--- src/rtl/param_delay_line_if.sv ---
// Sample/tap bus of the parametrised FIR input delay line.
// master : sample source/controller (drives enables, sample, tap address)
// slave  : the delay line (returns tap read, flat tap bus, fill state, strobe)
interface param_delay_line_if #(
  parameter int unsigned DATA_W = 3,
  parameter int unsigned DEPTH  = 33,
  parameter int unsigned ADDR_W = 6
);
  logic                     iEnSample_600k;
  logic                     iEnDelay;
  logic                     iClear;
  logic [DATA_W-1:0]        iFirIn;
  logic [ADDR_W-1:0]        iTapAddr;
  logic [DATA_W-1:0]        oTapData;
  logic [DEPTH*DATA_W-1:0]  oTapAll;
  logic [ADDR_W-1:0]        oFillCnt;
  logic                     oFull;
  logic                     oShiftDone;

  modport master (
    output iEnSample_600k, iEnDelay, iClear, iFirIn, iTapAddr,
    input  oTapData, oTapAll, oFillCnt, oFull, oShiftDone
  );

  modport slave (
    input  iEnSample_600k, iEnDelay, iClear, iFirIn, iTapAddr,
    output oTapData, oTapAll, oFillCnt, oFull, oShiftDone
  );
endinterface

--- src/rtl/param_delay_line.sv ---
// DEPTH-tap shift register of DATA_W-bit two's complement samples feeding a
// direct-form MAC stage. Samples are carried as raw bit patterns, so sign is
// preserved without any arithmetic on the data path.
// Ports:
//   iClk_12M : system clock
//   iRst     : asynchronous active-high reset
//   bus      : slave side of param_delay_line_if
//              (iEnSample_600k, iEnDelay, iClear, iFirIn, iTapAddr in;
//               oTapData, oTapAll, oFillCnt, oFull, oShiftDone out)
module param_delay_line #(
  parameter int unsigned DATA_W = 3,
  parameter int unsigned DEPTH  = 33,
  parameter int unsigned ADDR_W = 6
) (
  input  logic            iClk_12M,
  input  logic            iRst,
  param_delay_line_if.slave bus
);

  localparam logic [ADDR_W-1:0] DEPTH_A = ADDR_W'(DEPTH);
  localparam logic [ADDR_W-1:0] ONE_A   = ADDR_W'(1);

  logic [DATA_W-1:0] tap_q [DEPTH];
  logic [DATA_W-1:0] tap_d [DEPTH];
  logic [DATA_W-1:0] rd_q, rd_d;
  logic [ADDR_W-1:0] fill_q, fill_d;
  logic              full_q, full_d;
  logic              shift_done_q, shift_done_d;
  logic              shift_c;

  // Clear has priority over the sample enable.
  assign shift_c = bus.iEnDelay & bus.iEnSample_600k & ~bus.iClear;

  // Next-state for chain, fill counter, strobe and tap read.
  always_comb begin
    tap_d        = tap_q;
    fill_d       = fill_q;
    full_d       = full_q;
    shift_done_d = shift_c;
    rd_d         = '0;

    if (bus.iClear) begin
      for (int unsigned k = 0; k < DEPTH; k++) tap_d[k] = '0;
      fill_d = '0;
      full_d = 1'b0;
    end else if (shift_c) begin
      tap_d[0] = bus.iFirIn;
      for (int unsigned k = 1; k < DEPTH; k++) tap_d[k] = tap_q[k-1];
      // Saturate at DEPTH; full tracks the registered count exactly.
      if (fill_q < DEPTH_A) begin
        fill_d = fill_q + ONE_A;
        full_d = ((fill_q + ONE_A) == DEPTH_A);
      end
    end

    // Read mux sees pre-edge register contents; out-of-range addresses give 0.
    for (int unsigned k = 0; k < DEPTH; k++) begin
      if (bus.iTapAddr == ADDR_W'(k)) rd_d = tap_q[k];
    end
  end

  // State registers.
  always_ff @(posedge iClk_12M or posedge iRst) begin
    if (iRst) begin
      for (int unsigned k = 0; k < DEPTH; k++) tap_q[k] <= '0;
      rd_q         <= '0;
      fill_q       <= '0;
      full_q       <= 1'b0;
      shift_done_q <= 1'b0;
    end else begin
      for (int unsigned k = 0; k < DEPTH; k++) tap_q[k] <= tap_d[k];
      rd_q         <= rd_d;
      fill_q       <= fill_d;
      full_q       <= full_d;
      shift_done_q <= shift_done_d;
    end
  end

  // Flat tap bus, tap 0 (newest) in the least significant slice.
  for (genvar g = 0; g < DEPTH; g++) begin : g_tap_all
    assign bus.oTapAll[g*DATA_W +: DATA_W] = tap_q[g];
  end

  assign bus.oTapData   = rd_q;
  assign bus.oFillCnt   = fill_q;
  assign bus.oFull      = full_q;
  assign bus.oShiftDone = shift_done_q;

endmodule

--- src/flat_wrapper.sv ---
// flat-port wrapper written by rule: the top's interface ports become plain ports
module param_delay_line_flat 
#(
  parameter int unsigned DATA_W = 3,
  parameter int unsigned DEPTH  = 33,
  parameter int unsigned ADDR_W = 6
)
  (iClk_12M, iRst, bus_iEnSample_600k, bus_iEnDelay, bus_iClear, bus_iFirIn, bus_iTapAddr, bus_oTapData, bus_oTapAll, bus_oFillCnt, bus_oFull, bus_oShiftDone);
  param_delay_line_if #(.DATA_W(DATA_W), .DEPTH(DEPTH), .ADDR_W(ADDR_W)) bus_i ();
  input  logic iClk_12M;
  input  logic iRst;
  input wire logic [$bits(bus_i.iEnSample_600k)-1:0] bus_iEnSample_600k;
  input wire logic [$bits(bus_i.iEnDelay)-1:0] bus_iEnDelay;
  input wire logic [$bits(bus_i.iClear)-1:0] bus_iClear;
  input wire logic [$bits(bus_i.iFirIn)-1:0] bus_iFirIn;
  input wire logic [$bits(bus_i.iTapAddr)-1:0] bus_iTapAddr;
  output wire logic [$bits(bus_i.oTapData)-1:0] bus_oTapData;
  output wire logic [$bits(bus_i.oTapAll)-1:0] bus_oTapAll;
  output wire logic [$bits(bus_i.oFillCnt)-1:0] bus_oFillCnt;
  output wire logic [$bits(bus_i.oFull)-1:0] bus_oFull;
  output wire logic [$bits(bus_i.oShiftDone)-1:0] bus_oShiftDone;
  assign bus_i.iEnSample_600k = bus_iEnSample_600k;
  assign bus_i.iEnDelay = bus_iEnDelay;
  assign bus_i.iClear = bus_iClear;
  assign bus_i.iFirIn = bus_iFirIn;
  assign bus_i.iTapAddr = bus_iTapAddr;
  assign bus_oTapData = bus_i.oTapData;
  assign bus_oTapAll = bus_i.oTapAll;
  assign bus_oFillCnt = bus_i.oFillCnt;
  assign bus_oFull = bus_i.oFull;
  assign bus_oShiftDone = bus_i.oShiftDone;
  param_delay_line #(.DATA_W(DATA_W), .DEPTH(DEPTH), .ADDR_W(ADDR_W)) u_core (.iClk_12M(iClk_12M), .iRst(iRst), .bus(bus_i));
endmodule
--- config.mk ---
export PLATFORM = sky130hd
export DESIGN_NAME = param_delay_line_flat
export DESIGN_NICKNAME = d
export VERILOG_FILES = /design/src/rtl/param_delay_line_if.sv /design/src/rtl/param_delay_line.sv /design/src/flat_wrapper.sv
export SDC_FILE = /design/constraint.sdc
export NUM_CORES = 1
export LEC_CHECK = 0
export ABC_AREA = 0
export BUFFER_PORTS_ARGS = -buffer_cell sky130_fd_sc_hd__buf_2
export CAP_MARGIN = 20
export CORE_MARGIN = 3
export CORE_UTILIZATION = 25
export DETAILED_ROUTE_END_ITERATION = 8
export PLACE_DENSITY = 0.44
export SLEW_MARGIN = 20
export SYNTH_ARGS = -nofsm -noshare
export SYNTH_HDL_FRONTEND = slang
export SYNTH_SLANG_ARGS = --single-unit
--- constraint.sdc ---
create_clock -name iClk_12M -period 3.65 [get_ports iClk_12M]
set_input_delay 0.5475 -clock iClk_12M [delete_from_list [all_inputs] [get_ports iClk_12M]]
set_output_delay 0.5475 -clock iClk_12M [all_outputs]
set_load 0.005 [all_outputs]
==> flow_metrics.env <==
export IMPL_cts_made_buffers=9
export IMPL_critPathMaxStageDelay_ps=580
export IMPL_finalHoldViolations=0
export IMPL_critPathKind="in2reg"
export IMPL_fin_nets=793
export IMPL_hpwl_microns=13470
export IMPL_portBuffers=123
export IMPL_layout_commonest_cell="nand2_1"
export IMPL_startpoint="bus_iTapAddr[1]"
export IMPL_worst_path_stages=7
export IMPL_ys_ff_latch=110
export IMPL_worstRegToRegCells=7
export IMPL_detail_route_iter0_violations=326
export IMPL_ant_nets=0
export IMPL_grt_max_degree=89
export IMPL_detail_route_wirelength_microns=19590
export IMPL_setup_viol=0
export IMPL_fin_cells=1066
export IMPL_dr_pass1_iters=5
export IMPL_antenna_found_initial=0
export IMPL_post_place_cells=1050
export IMPL_crit_buf_inv=2
export IMPL_crit_arrival_ps=2510
export IMPL_rsz0062_at_grt="false"
export IMPL_wire_per_inst_microns=18.38
export IMPL_seq_area_frac_synth=0.4760
export IMPL_max_freq_mhz=437.3
export IMPL_area_delta_synth_final_pct=19.97
export IMPL_crit_path_end="u_core.bus.oTapData[0]"
export IMPL_reg2reg_setup_slack_ps=1790
export IMPL_cp_slowest_cell="buf_2"
export IMPL_powerDensity_mw_per_mm2=368.7
export IMPL_row_count=55
export IMPL_synthesis_instances=691
export IMPL_grt_pass1_vias=5129
export IMPL_worst_hold_path_type="in2async"
export IMPL_initial_core_util=0.2547
export IMPL_avgSynthCellArea_sq_um=8.369
export IMPL_clock_skew_ps=10.74
export IMPL_vdd_ir_drop_max_mv=0.1718
export IMPL_netlist_area_sq_mm=0.005783
export IMPL_chipHeight_microns=158.1
export IMPL_clk_path_buf_depth=2
export IMPL_yosysUniqueCellTypes=59
export IMPL_insertion_delay_ps=360
export IMPL_cp_end_kind="flip-flop"
export IMPL_synth_enable_flop_cells=0
export IMPL_cp_required_ps=3870
export IMPL_yosys_area_top_type="dfrtp_1"
export IMPL_core_area_sq_mm=0.02271
export IMPL_cts_sinks=110
export IMPL_cts_tree="done"
export IMPL_regToRegEndpoint="u_core.bus.oFillCnt[4]"
export IMPL_post_route_min_period_ps=2287
export IMPL_drc=0
export IMPL_maxCapViolations=0
export IMPL_synth_area_leaders="dfrtp_1, nand2_1, a21oi_1, clkbuf_1, nor2_1"
export IMPL_fin_util=0.3055
export IMPL_async_flop_share=1.000
export IMPL_diodes=0
export IMPL_power_static_leakage_nw=3.088
export IMPL_critPathTopFamily="buffers and inverters"
export IMPL_gp_congestion=0.8225
export IMPL_clock_root_buffer="clkbuf_16"
export IMPL_layout_drive_gt1_share=0.2164
export IMPL_seqCellArea_sq_mm=0.002753
export IMPL_io_pins=124
export IMPL_max_slew_margin_rel=0.3799
export IMPL_cp_cell_sequence="buf_2, buf_4, mux2_2, a221oi_1, nor3_1, a211oi_1, nand3_1"
export IMPL_synth_top_area_share=0.4760
export IMPL_tightest_slew_ps=930.2
export IMPL_synth_ff_type="dfrtp_1"
export IMPL_cp_max_fo=39
export IMPL_finalSetupTns_ps=0
export IMPL_syn_nets=708
export IMPL_fillers=2430
export IMPL_ctsResizeCount=0
export IMPL_via_per_inst=4.923
export IMPL_grt_overflow=0
export IMPL_period_share=0.6266
export IMPL_r2r_start="u_core.bus.oFillCnt[1]"
export IMPL_grt_usage=0.1579
export IMPL_multi_input_area_sq_mm=0.002766
export IMPL_final_max_slew_viol_count=0
export IMPL_htreeDepth=3
export IMPL_grt_pass1_wl_microns=30900
export IMPL_final_cell_mix="nand2_1, buf_2, a21oi_1"
export IMPL_clk_pin_slew_ps=80
export IMPL_outcome="finished, final reports clean"
export IMPL_critPathLaunchType="input port"
export IMPL_cts_setup_buffers=0
export IMPL_ys_warn_count=0
export IMPL_p_total_mw=2.558
export IMPL_die_w_microns=158.1
export IMPL_holdWs_ps=144.9
export IMPL_vias=5248
export IMPL_hold_buffers=0
export IMPL_dieArea_sq_mm=0.02499
worst min path at each step:
stage | cells past startpoint | slack (ps) | start | end
after global placement | 2 | 540 | u_core.bus.oFillCnt[5] | u_core.bus.oFillCnt[5]
after global routing | 2 | 150 | iRst | u_core.bus.oFillCnt[1]
after CTS | 2 | 150 | iRst | u_core.bus.oFillCnt[1]
final | 2 | 140 | iRst | u_core.bus.oFillCnt[1]
after floorplan | 2 | 530 | u_core.bus.oFillCnt[5] | u_core.bus.oFillCnt[5]
after detailed placement | 2 | 550 | iRst | u_core.bus.oFull
per-layer routing:
layer | wire length [microns] | global-route usage | vias up
li1 | - | - | 2545
met1 | 9938 | 0.2427 | 2560
met2 | 8592 | 0.2300 | 129
met3 | 862 | 0.02952 | 14
met4 | 196 | 0.03318 | 0
met5 | 0 | 0 | -
sequential cells by signal, indices dropped and copies added, names as in the netlist:
signal	count
u_core.bus.oFillCnt	6
u_core.bus.oFull	1
u_core.bus.oShiftDone	1
u_core.bus.oTapAll	99
u_core.bus.oTapData	3
report_power, final:
| group | switching, mW | internal, mW | total (mW) |
|---|---|---|---|
| clock | 0.469 | 0.640 | 1.11 |
| combinational | 0.162 | 0.0545 | 0.217 |
| sequential | 0.00784 | 1.22 | 1.23 |
logic make-up after synthesis:
family	Yosys count	synth area share
xor+xnor	4	0.006059
buf+inv	63	0.04738
flops	110	0.4760
mux	21	0.04479
fa+ha+maj	3	0.006491
compound gates	181	0.1859
simple gates	309	0.2335
cell usage after synthesis (all sizes together) (3+ instances only):
cell type	count
a211oi	8
a21oi	113
a221oi	3
buf	17
clkbuf	40
dfrtp	110
ha	3
inv	6
mux2	9
mux2i	9
mux4	3
nand2	216
nand2b	9
nand3	12
nand4	5
nor2	30
nor2b	11
nor3	8
nor4b	5
o211ai	6
o21ai	16
o22ai	7
o32ai	4
through the flow:
stage | setup slack, ps | area, sq um
2_1_floorplan | 200.2 | 5783
3_3_place_gp | 1036 | 6604
3_5_place_dp | 1008 | 6604
4_1_cts | 1389 | 6938
5_1_grt | 1178 | 6938
6_report | 1363 | 6938
cell type report:
class	count	share of cell area
well taps	285	0.05140
multi-input cells	518	0.3987
clock buffers	11	0.03643
flip-flops and latches	110	0.3968
repair buffers	131	0.1014
clock inverters	5	0.01172
inverters	6	0.003607
Power figures use the tool's default switching activity.
